File: config.mk
export PLATFORM = sky130hd
export DESIGN_NAME = demux_4_slot
export DESIGN_NICKNAME = d
export VERILOG_FILES = /design/src/rtl/demux_4_slot.sv
export SDC_FILE = /design/constraint.sdc
export NUM_CORES = 1
export LEC_CHECK = 0
export CORE_MARGIN = 5
export CORE_UTILIZATION = 49
export CTS_CLUSTER_SIZE = 28
export DETAILED_ROUTE_END_ITERATION = 10
export PLACE_DENSITY_LB_ADDON = 0.12
export SETUP_SLACK_MARGIN = 0.5
export SYNTH_ARGS = -nofsm -noshare
export SYNTH_HDL_FRONTEND = slang
export SYNTH_SLANG_ARGS = --single-unit
File: constraint.sdc
create_clock -name clk -period 3.1 [get_ports clk]
set_input_delay 0.62 -clock clk [delete_from_list [all_inputs] [get_ports clk]]
set_output_delay 0.62 -clock clk [all_outputs]
set_load 0.01 [all_outputs]
File: src/rtl/demux_4_slot.sv
// demux_4_slot: routes one word stream into four single-entry valid/ready slots, or broadcasts to all.
// Optional drain counters on stat_cnt when DEMUX_STATS_EN is defined.
module demux_4_slot #(
  parameter int DATA_W = 32
) (
  input  logic              clk,
  input  logic              rst_n,
  input  logic              in_valid,
  output logic              in_ready,
  input  logic [1:0]        in_sel,
  input  logic              in_bcast,
  input  logic [DATA_W-1:0] in_data,
  output logic [3:0]        out_valid,
  input  logic [3:0]        out_ready,
  output logic [DATA_W-1:0] out_data0,
  output logic [DATA_W-1:0] out_data1,
  output logic [DATA_W-1:0] out_data2,
  output logic [DATA_W-1:0] out_data3
`ifdef DEMUX_STATS_EN
  ,
  output logic [63:0]       stat_cnt
`endif
);
  typedef enum logic {EMPTY = 1'b0, FULL = 1'b1} state_t;
  state_t            state_q [4];
  state_t            state_d [4];
  logic [DATA_W-1:0] data_q  [4];
  logic [DATA_W-1:0] data_d  [4];
  logic [3:0]        free, load, drain;
  always_comb begin
    for (int k = 0; k < 4; k++) out_valid[k] = state_q[k] == FULL;
  end
  // A slot can take a word if it is empty or being drained this same cycle.
  always_comb begin
    free     = ~out_valid | out_ready;
    drain    = out_valid & out_ready;
    in_ready = in_bcast ? &free : free[in_sel];
    load     = (in_valid && in_ready) ? (in_bcast ? 4'hf : 4'b0001 << in_sel) : 4'h0;
    for (int k = 0; k < 4; k++) begin
      state_d[k] = load[k] ? FULL : (drain[k] ? EMPTY : state_q[k]);
      data_d[k]  = load[k] ? in_data : data_q[k];
    end
  end
  always_ff @(posedge clk or negedge rst_n) begin
    if (!rst_n) begin
      for (int k = 0; k < 4; k++) begin
        state_q[k] <= EMPTY;
        data_q[k]  <= '0;
      end
    end else begin
      for (int k = 0; k < 4; k++) begin
        state_q[k] <= state_d[k];
        data_q[k]  <= data_d[k];
      end
    end
  end
  assign out_data0 = data_q[0];
  assign out_data1 = data_q[1];
  assign out_data2 = data_q[2];
  assign out_data3 = data_q[3];
`ifdef DEMUX_STATS_EN
  logic [15:0] cnt_q [4];
  logic [15:0] cnt_d [4];
  always_comb begin
    for (int k = 0; k < 4; k++) cnt_d[k] = cnt_q[k] + {15'd0, drain[k]};
  end
  always_ff @(posedge clk or negedge rst_n) begin
    if (!rst_n) begin
      for (int k = 0; k < 4; k++) cnt_q[k] <= '0;
    end else begin
      for (int k = 0; k < 4; k++) cnt_q[k] <= cnt_d[k];
    end
  end
  assign stat_cnt = {cnt_q[3], cnt_q[2], cnt_q[1], cnt_q[0]};
`endif
endmodule

# Yosys cells after proc, flatten, opt, wreduce, memory -nomap -nowiden
# Cells that the tools add are included.
[word_totals]
reg_bits = 132
wordCells = 32
out_inout_bits = 133
[op_classes]
order_cmp = 1
n_bitwise = 3
mux = 13
n_reduce_logical = 6
shift = 1
[ops]
columns = ["operator", "n"]
rows = [
  ["$mux W1", 10],
  ["$mux W4", 2],
  ["$reduce_bool A2 Y1", 4],
  ["$and A4 B4 Y4", 1],
  ["$not A4 Y4", 1],
  ["$or A4 B4 Y4", 1],
  ["$reduce_and A4 Y1", 1],
  ["$shl A1 B2 Y4 const A", 1],
  ["$lt A2 B3 Y1 const B", 1],
  ["$bmux W1 S2", 1],
  ["$logic_and A1 B1 Y1", 1],
]

# Depth between registers and ports, before layout
# Gate-level depths: netlist (run 1).
[logic_depth]
ltp_word = 8
mapped_depth = 5
mapped_depth_nobuf = 4

# Worst setup path after synthesis (run 1)
# Ideal clock, no wire load.
[synth_timing]
kind = "input-to-reg"
startpoint = "in in_bcast"
endpoint = "reg data_q (netlist bit out_data1[10])"
required_ps = 2973
stages = 5
path_buffers = 1
path_slack_ps = 1038
arrival_ps = 1934
cell_sequence = "o21ba_2 -> o221ai_4 -> a221oi_4 -> buf_6 -> mux2_1"
[synth_between]
elab_chain_len = 3
[synth_rtl]
columns = ["item", "line_no", "rtl"]
rows = [
  ["start: declaration", "11", "input logic in_bcast,"],
  ["$mux W1", "37", "in_ready = in_bcast ? &free : free[in_sel];"],
  ["$logic_and A1 B1 Y1", "38", "load = (in_valid && in_ready) ? (in_bcast ? 4'hf : 4'b0001 << in_sel) : 4'h0;"],
  ["$mux W4 *", "38", ""],
  ["end signal: indexed assignment", "53", "data_q[k] <= data_d[k];"],
  ["end: declaration", "27", "logic [DATA_W-1:0] data_q [4];"],
]
# Mark *: on every way between the ends. The rest lies on a longest branch, timed or not.
# A chain may end at the register's enable or synchronous reset.

# Final worst setup path (run 1)
[layout_timing]
startpoint = "in in_bcast"
endpoint = "out in_ready"
[layout_between]
elab_chain_len = 1
[layout_rtl]
columns = ["item", "line_no", "rtl"]
rows = [
  ["$mux W1", "37", ""],
  ["end: declaration", "9", "output logic in_ready,"],
]
# Every way passes these cells.

==> run summary, run 1 <==
* **highest metal used** met4
* **number of endpoints with negative hold slack in the final report** 0
* **routed wl met3** 995 um
* **Static Leak** 3.207 nW
* **headroom to the max-slew limit** 67.10%
* **worst clock skew on the final layout** 7.902 ps
* **library cell with the highest instance count after synthesis** sky130_fd_sc_hd__dfrtp_1
* **synthesized flop and latch total** 132
* **number of standard-cell rows in the floorplan** 37
* **wire length the detailed router placed on met1** 5000 um
* **layout-stage area growth over the synthesis result** 48.09%
* **area share of the largest cell type after synthesis** 63.89%
* **register area share after synthesis** 63.89%
* **global-route wire length before repair** 20310 um
* **Post-synth top flop** sky130_fd_sc_hd__dfrtp_1
* **Tcrit/Tclk final** 81.37%
* **reg-to-reg setup timing slack** 1110 ps
* **commonest cells in the netlist** sky130_fd_sc_hd__dfrtp_1 (132), sky130_fd_sc_hd__mux2_1 (105), sky130_fd_sc_hd__mux2_2 (23)
* **Initial Utilization** 50.08%
* **number of fillers in the final layout** 674
* **max-cap viol count** 0
* **Max Root-Sink Buffers** 2
* **count of antenna diodes in the layout** 0
* **number of pins exceeding their max-slew limit in the final report** 0
* **Worst Max-Slew Pin Slew** 493.6 ps
* **iteration count of the initial detailed-routing pass** 4
* **sort of element at the start of the critical path** primary input
* **Skew-Pair Late Insertion Delay** 510 ps
* **# port buffers** 174
* **final number of setup-violating endpoints** 0
* **YS warnings** 0
* **cell at the root of the clock tree** sky130_fd_sc_hd__clkbuf_8
* **ports placed on the boundary** 175
* **number of flops mapped to enable cells by yosys** 0
* **CTS sink cnt** 132
* **critical path's top delay family** buffers and inverters
* **Final #Nets** 534
* **core area** 10320 um2
* **TritonCTS clock tree** built
* **routed vias** 3270
* **crit path kind** primary input to primary output
* **maximum number of pins on one net before global-route repair** 60
* **vertical die dimension** 112.7 um
* **H-Tree Level Count** 4
* **antenna violations before repair** 0
* **number of instances in the synthesized netlist** 300
* **CP arrival** 1900 ps
* **routed wire length** 12400 um
* **Synth Area per Inst** 17.23 um2
* **power density over the cells** 905.6 nW/um2
* **status** completed
* **cell types with the largest area share after synthesis** sky130_fd_sc_hd__dfrtp_1 (64%), sky130_fd_sc_hd__mux2_1 (23%), sky130_fd_sc_hd__mux2_2 (5.0%)
* **clock slew seen by the registers of the worst setup and hold paths** 60 ps
* **post-detailed-placement cell area** 7101 um2
* **leftover overflow at the end of global routing** 0
* **maximum clock rate** 396.4 MHz
* **post-detailed-route via-to-cell ratio** 5.101
* **library cells used by synthesis** 20
* **design area** 7656 um2
* **met2 layer wire length in the routed design** 6170 um
* **count of hold-fix buffers inserted at cts** 0
* **number of clock buffers inserted by TritonCTS** 17
* **area of the die** 12700 um2
* **Worst VDD drop** 0.4370 mV
* **GP Congestion** 0.8401
* **data required time of the worst path** 2480 ps
* **Hold/Removal Path Class** primary input to asynchronous set/reset pin
* **minimum clock period** 2522 ps
* **via count of the first global-routing pass** 3656
* **total nets after synthesis** 342
* **fraction of layout cells with a size suffix above 1** 15.25%
* **Detail Route Antenna Nets** 0
* **die outline width** 112.7 um
* **1st-iter DRT viols** 83
* **post-DP HPWL** 8813 um
* **fraction of registers with async set/reset** 100.0%
* **crit-path cells** clkdlybuf4s50_1, o21ba_4, o221ai_4, nor3_2, dlygate4sd2_1
* **DRC** 0
* **largest fanout on the critical path** 2
* **post-synthesis cell type with the largest combined area** sky130_fd_sc_hd__dfrtp_1
* **critical-path cell with the highest stage delay** sky130_fd_sc_hd__clkdlybuf4s50_1
* **worst path buffer plus inverter count** 2
* **Mapped Area** 5170 um2
* **all-layer global routing usage** 20.50%
* **final sum of negative setup slack** 0 ps
* **setup repair after global routing missed its margin** false
* **peak per-stage delay on the critical path** 430 ps
* **type of destination of the critical path** primary output
* **routed len/inst** 19.34 um
[cell families after synthesis]
kind of cell | share of synthesized area, %
AO/OA/AOI/OAI | 3.800
buffers and inverters | 2.759
flip-flops | 63.89
multiplexers | 27.88
AND/OR/NAND/NOR | 1.670
[report_power, final]
| part | internal (W) | switching [W] |
|---|---|---|
| sequential | 0.00233 | 0.000316 |
| combinational | 0.00149 | 0.000966 |
| clock | 0.00107 | 0.000758 |
[per-stage QoR]
stage / util [%] / cells / worst slack [ps] / hold WS [ps] / power [W]
2_1_floorplan: - / 300 / 1038 / 324.4 / 0.003566
4_1_cts: 74.11 / 641 / 545.9 / 80.94 / 0.007027
3_3_place_gp: 68.78 / 609 / 223.8 / 466.4 / 0.005081
6_report: 74.16 / 641 / 577.5 / 75.68 / 0.006934
5_1_grt: 74.16 / 641 / 502.0 / 98.14 / 0.007303
3_5_place_dp: 68.78 / 609 / 174.7 / 474.0 / 0.005173
[layer usage]
layer	vias to the layer above	track usage (%)
met4	0	6.971
met3	19	8.235
met2	117	32.82
li1	1470	-
met5	-	0
met1	1664	25.46
[area by class of cell]
cell class                 instances  area (um2)  area share [%]
inverter                           5       18.77          0.2451
timing repair buffer             185        1881           24.56
multi-input combinational        151        1735           22.67
sequential                       132        3303           43.14
tap                              136       170.2           2.223
clock inverter                    13       126.4           1.651
clock buffer                      19       421.7           5.507
[cell usage in the layout, fill, tap and decap left out, drive strengths merged, types with 4 or more instances in the layout]
master / instances
clkdlybuf4s50: 170
dfrtp: 132
mux2: 128
clkbuf: 19
buf: 12
inv: 7
clkinv: 6
nand2b: 6
a21o: 4
clkinvlp: 4
[sequential cells by signal (all words and copies together), names as in the netlist]
signal,count
out_data1,32
out_valid,4
out_data2,32
out_data0,32
out_data3,32
[worst paths after layout]
check,cells after the start,startpoint,end
worst min-delay path,1,rst_n,out_data3[4]
worst min register to register,1,out_data3[25],out_data3[25]
worst max register to register,6,out_valid[2],out_data3[20]
max in group asynchronous,2,rst_n,out_data1[19]
min in group clk,1,out_data3[25],out_data3[25]
worst max-delay path,5,in_bcast,in_ready
[what timing repair did]
item,CTS,global route
setup buffers,0,0
cloned,0,0
resized for setup,4,1
endpoints found under the setup margin,1,1
endpoints found under the hold margin,0,0
(Power assumes the default switching activity.)
==> inputs of run 2 (changes only) <==
- CORE_UTILIZATION: 49 -> 45
- clock period: 3.1 -> 2.5 ns (I/O delays scaled with it)
==> run 2 against run 1 <==
  * Highest routed layer unchanged
  * Clock power is 58% higher
  * Critical path depth unchanged
  * Sequential share of layout area decreased by 2.4 points
  * Worst hold slack gained 30 ps
  * Wire length grew 4.3%
  * Largest power group unchanged
==> run summary, run 2 (synthesized netlist as in run 1, its figures left out) <==
* **status** completed
* **# port buffers** 174
* **Static Leak** 3.481 nW
* **maximum number of pins on one net before global-route repair** 48
* **largest fanout on the critical path** 5
* **worst clock skew on the final layout** 5.546 ps
* **sort of element at the start of the critical path** primary input
* **Initial Utilization** 45.67%
* **TritonCTS clock tree** built
* **maximum clock rate** 513.8 MHz
* **all-layer global routing usage** 19.96%
* **type of destination of the critical path** primary output
* **Worst Max-Slew Pin Slew** 630.6 ps
* **Core Util, Final** 71.55%
* **post-detailed-placement cell area** 7214 um2
* **Detail Route Antenna Nets** 0
* **number of standard-cell rows in the floorplan** 39
* **Skew-Pair Late Insertion Delay** 410 ps
* **leftover overflow at the end of global routing** 0
* **Tcrit/Tclk final** 77.85%
* **CTS sink cnt** 132
* **number of endpoints with negative hold slack in the final report** 0
* **iteration count of the initial detailed-routing pass** 4
* **post-DP HPWL** 9004 um
* **power density over the cells** 1156 nW/um2
* **1st-iter DRT viols** 108
* **global-route wire length before repair** 20170 um
* **routed vias** 3322
* **ports placed on the boundary** 175
* **antenna violations before repair** 0
* **Worst VDD drop** 0.7371 mV
* **setup repair after global routing missed its margin** false
* **count of antenna diodes in the layout** 0
* **die outline width** 117.2 um
* **core area** 11320 um2
* **layout-stage area growth over the synthesis result** 56.68%
* **post-detailed-route via-to-cell ratio** 5.003
* **vertical die dimension** 117.2 um
* **data required time of the worst path** 2000 ps
* **routed wire length** 12940 um
* **H-Tree Level Count** 4
* **fraction of layout cells with a size suffix above 1** 19.77%
* **most frequent cells in the layout** sky130_fd_sc_hd__clkdlybuf4s50_1 (164), sky130_fd_sc_hd__dfrtp_1 (131), sky130_fd_sc_hd__mux2_1 (101)
* **crit path kind** primary input to primary output
* **area of the die** 13730 um2
* **Final #Nets** 550
* **routed len/inst** 19.48 um
* **commonest non-fill, non-tap cell in the layout** sky130_fd_sc_hd__clkdlybuf4s50_1
* **GP Congestion** 0.7569
* **number of pins exceeding their max-slew limit in the final report** 0
* **Max Root-Sink Buffers** 2
* **r2r worst-path depth** 6
* **cell at the root of the clock tree** sky130_fd_sc_hd__clkbuf_16
* **clock slew seen by the registers of the worst setup and hold paths** 50 ps
* **minimum clock period** 1946 ps
* **Hold/Removal Path Class** primary input to asynchronous set/reset pin
* **count of hold-fix buffers inserted at cts** 0
* **headroom to the max-slew limit** 57.96%
* **via count of the first global-routing pass** 3688
* **max-cap viol count** 0
* **design area** 8100 um2
* **number of clock buffers inserted by TritonCTS** 17
* **CP arrival** 1450 ps
* **final number of setup-violating endpoints** 0
* **DRC** 0
run 2: cell count changes in the layout (fill, tap and decap cells not counted), sizes merged, moves of 3 or more:
| cell | delta |
|---|---|
| buf | +16 |
| clkbuf | +7 |
| clkdlybuf4s50 | -6 |
| bufinv | +5 |
| clkinv | -4 |
| clkinvlp | -4 |
| dlymetal6s2s | +3 |
| inv | -3 |
run 2: cell type report:
class	count	area, um2
timing repair buffer	201	2096
multi-input combinational	151	1797
clock buffer	25	515.5
fill	793	3221
inverter	5	20.02
sequential	132	3304
tap	143	178.9
clock inverter	7	188.9
run 2: report_power, final:
part	leakage [nW]	switching [W]	total, W	internal, W
clock	0.344	0.000865	0.00290	0.00203
combinational	1.59	0.00121	0.00316	0.00195
sequential	1.55	0.000417	0.00331	0.00289
total	3.48	0.00249	0.00936	0.00687
run 2: worst paths after layout:
| kind | startpoint | slack, ps | end |
|---|---|---|---|
| setup reg to reg | out_valid[1] | 580 | out_data2[28] |
| max in group asynchronous | rst_n | 1690 | out_data3[28] |
| hold reg to reg | out_data1[25] | 480 | out_data1[25] |
| hold / removal | rst_n | 110 | out_data3[8] |
| setup / recovery | in_sel[1] | 550 | in_ready |
| min in group clk | out_ready[1] | 400 | out_valid[1] |
run 2: worst max-delay path, stage by stage:
cell	delay, ps
sky130_fd_sc_hd__clkdlybuf4s15_1	270
sky130_fd_sc_hd__o21ba_4	280
sky130_fd_sc_hd__o221ai_4	200
sky130_fd_sc_hd__nor3_2	60
sky130_fd_sc_hd__buf_2	140
run 2: metal layers:
layer	global-route usage [%]	wire length [um]	up-vias
met5	0	0	-
met4	7.339	207	0
met3	8.226	1025	17
met2	34.16	6831	107
met1	22.36	4872	1695
li1	-	-	1503
run 2: stage by stage:
stage / hold slack (ps) / worst slack (ps) / setup TNS [ps] / std cells / power, W
final: 105.7 / 553.9 / 0 / 664 / 0.009364
after floorplan: 204.4 / 558.3 / 0 / 300 / 0.004422
after CTS: 116.0 / 450.6 / 0 / 663 / 0.009459
after global routing: 138.2 / 512.1 / 0 / 664 / 0.009847
after global placement: 466.1 / -119.5 / -3603 / 625 / 0.006344
after detailed placement: 473.7 / -144.5 / -7181 / 625 / 0.006439
run 2: what timing repair did:
item | in CTS | in global routing
cloned | 1 | 1
pin swaps | 5 | 2
gates resized for setup | 23 | 10
buffers inserted | 5 | 0
endpoints found under the setup margin | 129 | 129
==> inputs of run 3 (changes only) <==
- clock period: 2.5 -> 1.8 ns (I/O delays scaled with it)
==> run 3 against run 2 <==
  * The run now ends with negative setup slack left
  * Combinational power up 90%
  * Final cell count up 15%
  * Clock skew down 2.2 ps
  * Critical path depth up 2
  * Sequential share of layout area down 4.5 points
  * First-iteration DRC count up 90%
  * Total power up 50%
  * Non-clock buffer count up 97
  * Critical endpoint is now out_data2[30]
==> run summary, run 3 (synthesized netlist as in run 1, its figures left out) <==
* **fraction of layout cells with a size suffix above 1** 68.61%
* **type of destination of the critical path** flop
* **GP Congestion** 0.7611
* **hold path cells** 3
* **status** finished, violations left
* **die outline width** 117.2 um
* **headroom to the max-slew limit** 75.46%
* **Cells after DPL** 628
* **part of the power in the clock network** 24.1%
* **all-layer global routing usage** 22.82%
* **data required time of the worst path** 2090 ps
* **Initial Utilization** 45.67%
* **non-filler instance count after layout** 761
* **routed wire length** 16680 um
* **layout-stage area growth over the synthesis result** 76.21%
* **H-Tree Level Count** 4
* **post-DP HPWL** 9169 um
* **start point of the worst min-delay path** out_ready[0]
* **most frequent cells in the layout** sky130_fd_sc_hd__dfrtp_1 (131), sky130_fd_sc_hd__mux2_4 (119), sky130_fd_sc_hd__buf_4 (81)
* **largest fanout on the critical path** 6
* **max-cap viol count** 0
* **design area** 9110 um2
* **worst hold margin** 271.7 ps
* **violated checks** negative setup slack
* **number of endpoints with negative hold slack in the final report** 0
* **leftover overflow at the end of global routing** 0
* **combinational group share of total power** 42.5%
* **number of standard-cell rows in the floorplan** 39
* **Worst Max-Slew Pin Slew** 366.4 ps
* **DRC** 0
* **via count of the first global-routing pass** 4023
* **sequential power share** 33.4%
* **Placement Setup Slack** -620.7 ps
* **post-detailed-route via-to-cell ratio** 5.003
* **CP arrival** 2150 ps
* **global-route wire length before repair** 23000 um
* **CTS sink cnt** 132
* **Crit Reg-Reg Endpoint** out_data2[30]
* **switching share of power** 29.18%
* **minimum clock period** 1864 ps
* **worst clock skew on the final layout** 3.387 ps
* **# port buffers** 174
* **reg-to-reg setup timing slack** -60 ps
* **maximum clock rate** 536.6 MHz
* **r2r worst-path depth** 7
* **Skew-Pair Late Insertion Delay** 400 ps
* **multi-input gate area in the final layout** 2223 um2
* **number of pins exceeding their max-slew limit in the final report** 0
* **Final #Nets** 647
* **post-detailed-placement cell area** 7303 um2
* **TritonCTS clock tree** built
* **ports placed on the boundary** 175
* **Pint** 0.009977 W
* **switching power** 0.004111 W
* **routed vias** 3807
* **Tcrit/Tclk final** 103.5%
* **clock slew seen by the registers of the worst setup and hold paths** 60 ps
* **Detail Route Antenna Nets** 0
* **launch instance of the worst register-to-register path** out_valid[2]
* **1st-iter DRT viols** 205
* **sort of element at the start of the critical path** flop
* **crit path kind** flop to flop
* **combined flip-flop and latch cell area** 3304 um2
* **number of fillers in the final layout** 646
* **Hold/Removal Path Class** primary input to flop
* **maximum number of pins on one net before global-route repair** 30
* **iteration count of the initial detailed-routing pass** 4
* **Worst VDD drop** 0.9907 mV
* **number of clock buffers inserted by TritonCTS** 17
* **cell at the root of the clock tree** sky130_fd_sc_hd__clkbuf_16
* **core area** 11320 um2
* **power density over the cells** 1546 nW/um2
* **antenna violations before repair** 0
* **commonest non-fill, non-tap cell in the layout** sky130_fd_sc_hd__dfrtp_1
* **area of the die** 13730 um2
* **Max Root-Sink Buffers** 2
* **vertical die dimension** 117.2 um
* **setup repair after global routing missed its margin** true
* **final number of setup-violating endpoints** 98
* **routed len/inst** 21.92 um
* **Static Leak** 4.498 nW
* **count of antenna diodes in the layout** 0
* **terminating pin of the worst hold path** out_valid[0]
* **minimum setup slack in the final design** -63.56 ps
-- run 3: changes by cell type in the layout (fill, tap and decap cells not counted), sizes merged --
cell           before  now
dlymetal6s2s        3    1
dlygate4sd3         0    1
clkdlybuf4s15       1    0
bufinv              6    1
buf                28  248
dlygate4sd2         4    7
clkinvlp            0    2
clkinv              2    5
clkbuf             26   34
clkdlybuf4s50     164   32
-- run 3: stage by stage --
stage	setup TNS, ps	utilization [%]	total power, W
after floorplan	0	-	0.006215
after global placement	-68020	64.51	0.008898
after detailed placement	-72760	64.51	0.009028
after CTS	-970.6	74.45	0.01314
after global routing	-8876	80.47	0.01471
final	-2412	80.47	0.01409
-- run 3: timing repair --
item / 4_1_cts / 5_1_grt
endpoints found under the hold margin: 22 / 0
gates cloned: 6 / 6
pin swaps: 3 / 2
setup endpoints to repair: 265 / 265
hold buffers: 1 / 0
resized for setup: 627 / 105
buffers inserted: 40 / 48
-- run 3: layout make-up --
type | instances | area share, %
clock inverter | 7 | 0.7554
multi-input combinational | 151 | 24.41
clock buffer | 25 | 5.768
inverter | 5 | 0.2197
sequential | 132 | 36.27
tap | 143 | 1.964
timing repair buffer | 298 | 30.61
-- run 3: routing by layer --
layer | GRT usage (%) | up-vias | routed length, um
met1 | 27.74 | 1988 | 6719
met3 | 7.609 | 20 | 1149
met5 | 0 | - | 0
met2 | 37.56 | 115 | 8533
li1 | - | 1684 | -
met4 | 9.174 | 0 | 281
-- run 3: power by group through the flow --
stage | clock network, W | logic, W | registers [W]
2_1_floorplan | 0 | 0.00117 | 0.00504
3_3_place_gp | 0 | 0.00435 | 0.00455
3_5_place_dp | 0 | 0.00442 | 0.00461
4_1_cts | 0.00342 | 0.00509 | 0.00462
5_1_grt | 0.00359 | 0.00630 | 0.00482
6_report | 0.00339 | 0.00599 | 0.00471
-- run 3: how the worst max path moves through the flow --
stage                       from       endpoint  depth (start not counted)
detailed placement     in_sel[1]       in_ready                          5
floorplan           out_valid[2]  out_data1[10]                          5
global route        out_valid[2]  out_data2[26]                          7
CTS                 out_valid[2]  out_data0[23]                          7
finish              out_valid[2]  out_data2[30]                          7
global placement       in_sel[1]       in_ready                          5
-- run 3: worst max-delay path: stages (launching register included) --
cell,delay [ps]
sky130_fd_sc_hd__dfrtp_2,450
sky130_fd_sc_hd__nand4bb_4,120
sky130_fd_sc_hd__o221ai_4,110
sky130_fd_sc_hd__buf_6,160
sky130_fd_sc_hd__a221oi_4,240
sky130_fd_sc_hd__buf_6,190
sky130_fd_sc_hd__clkbuf_16,180
sky130_fd_sc_hd__mux2_4,310
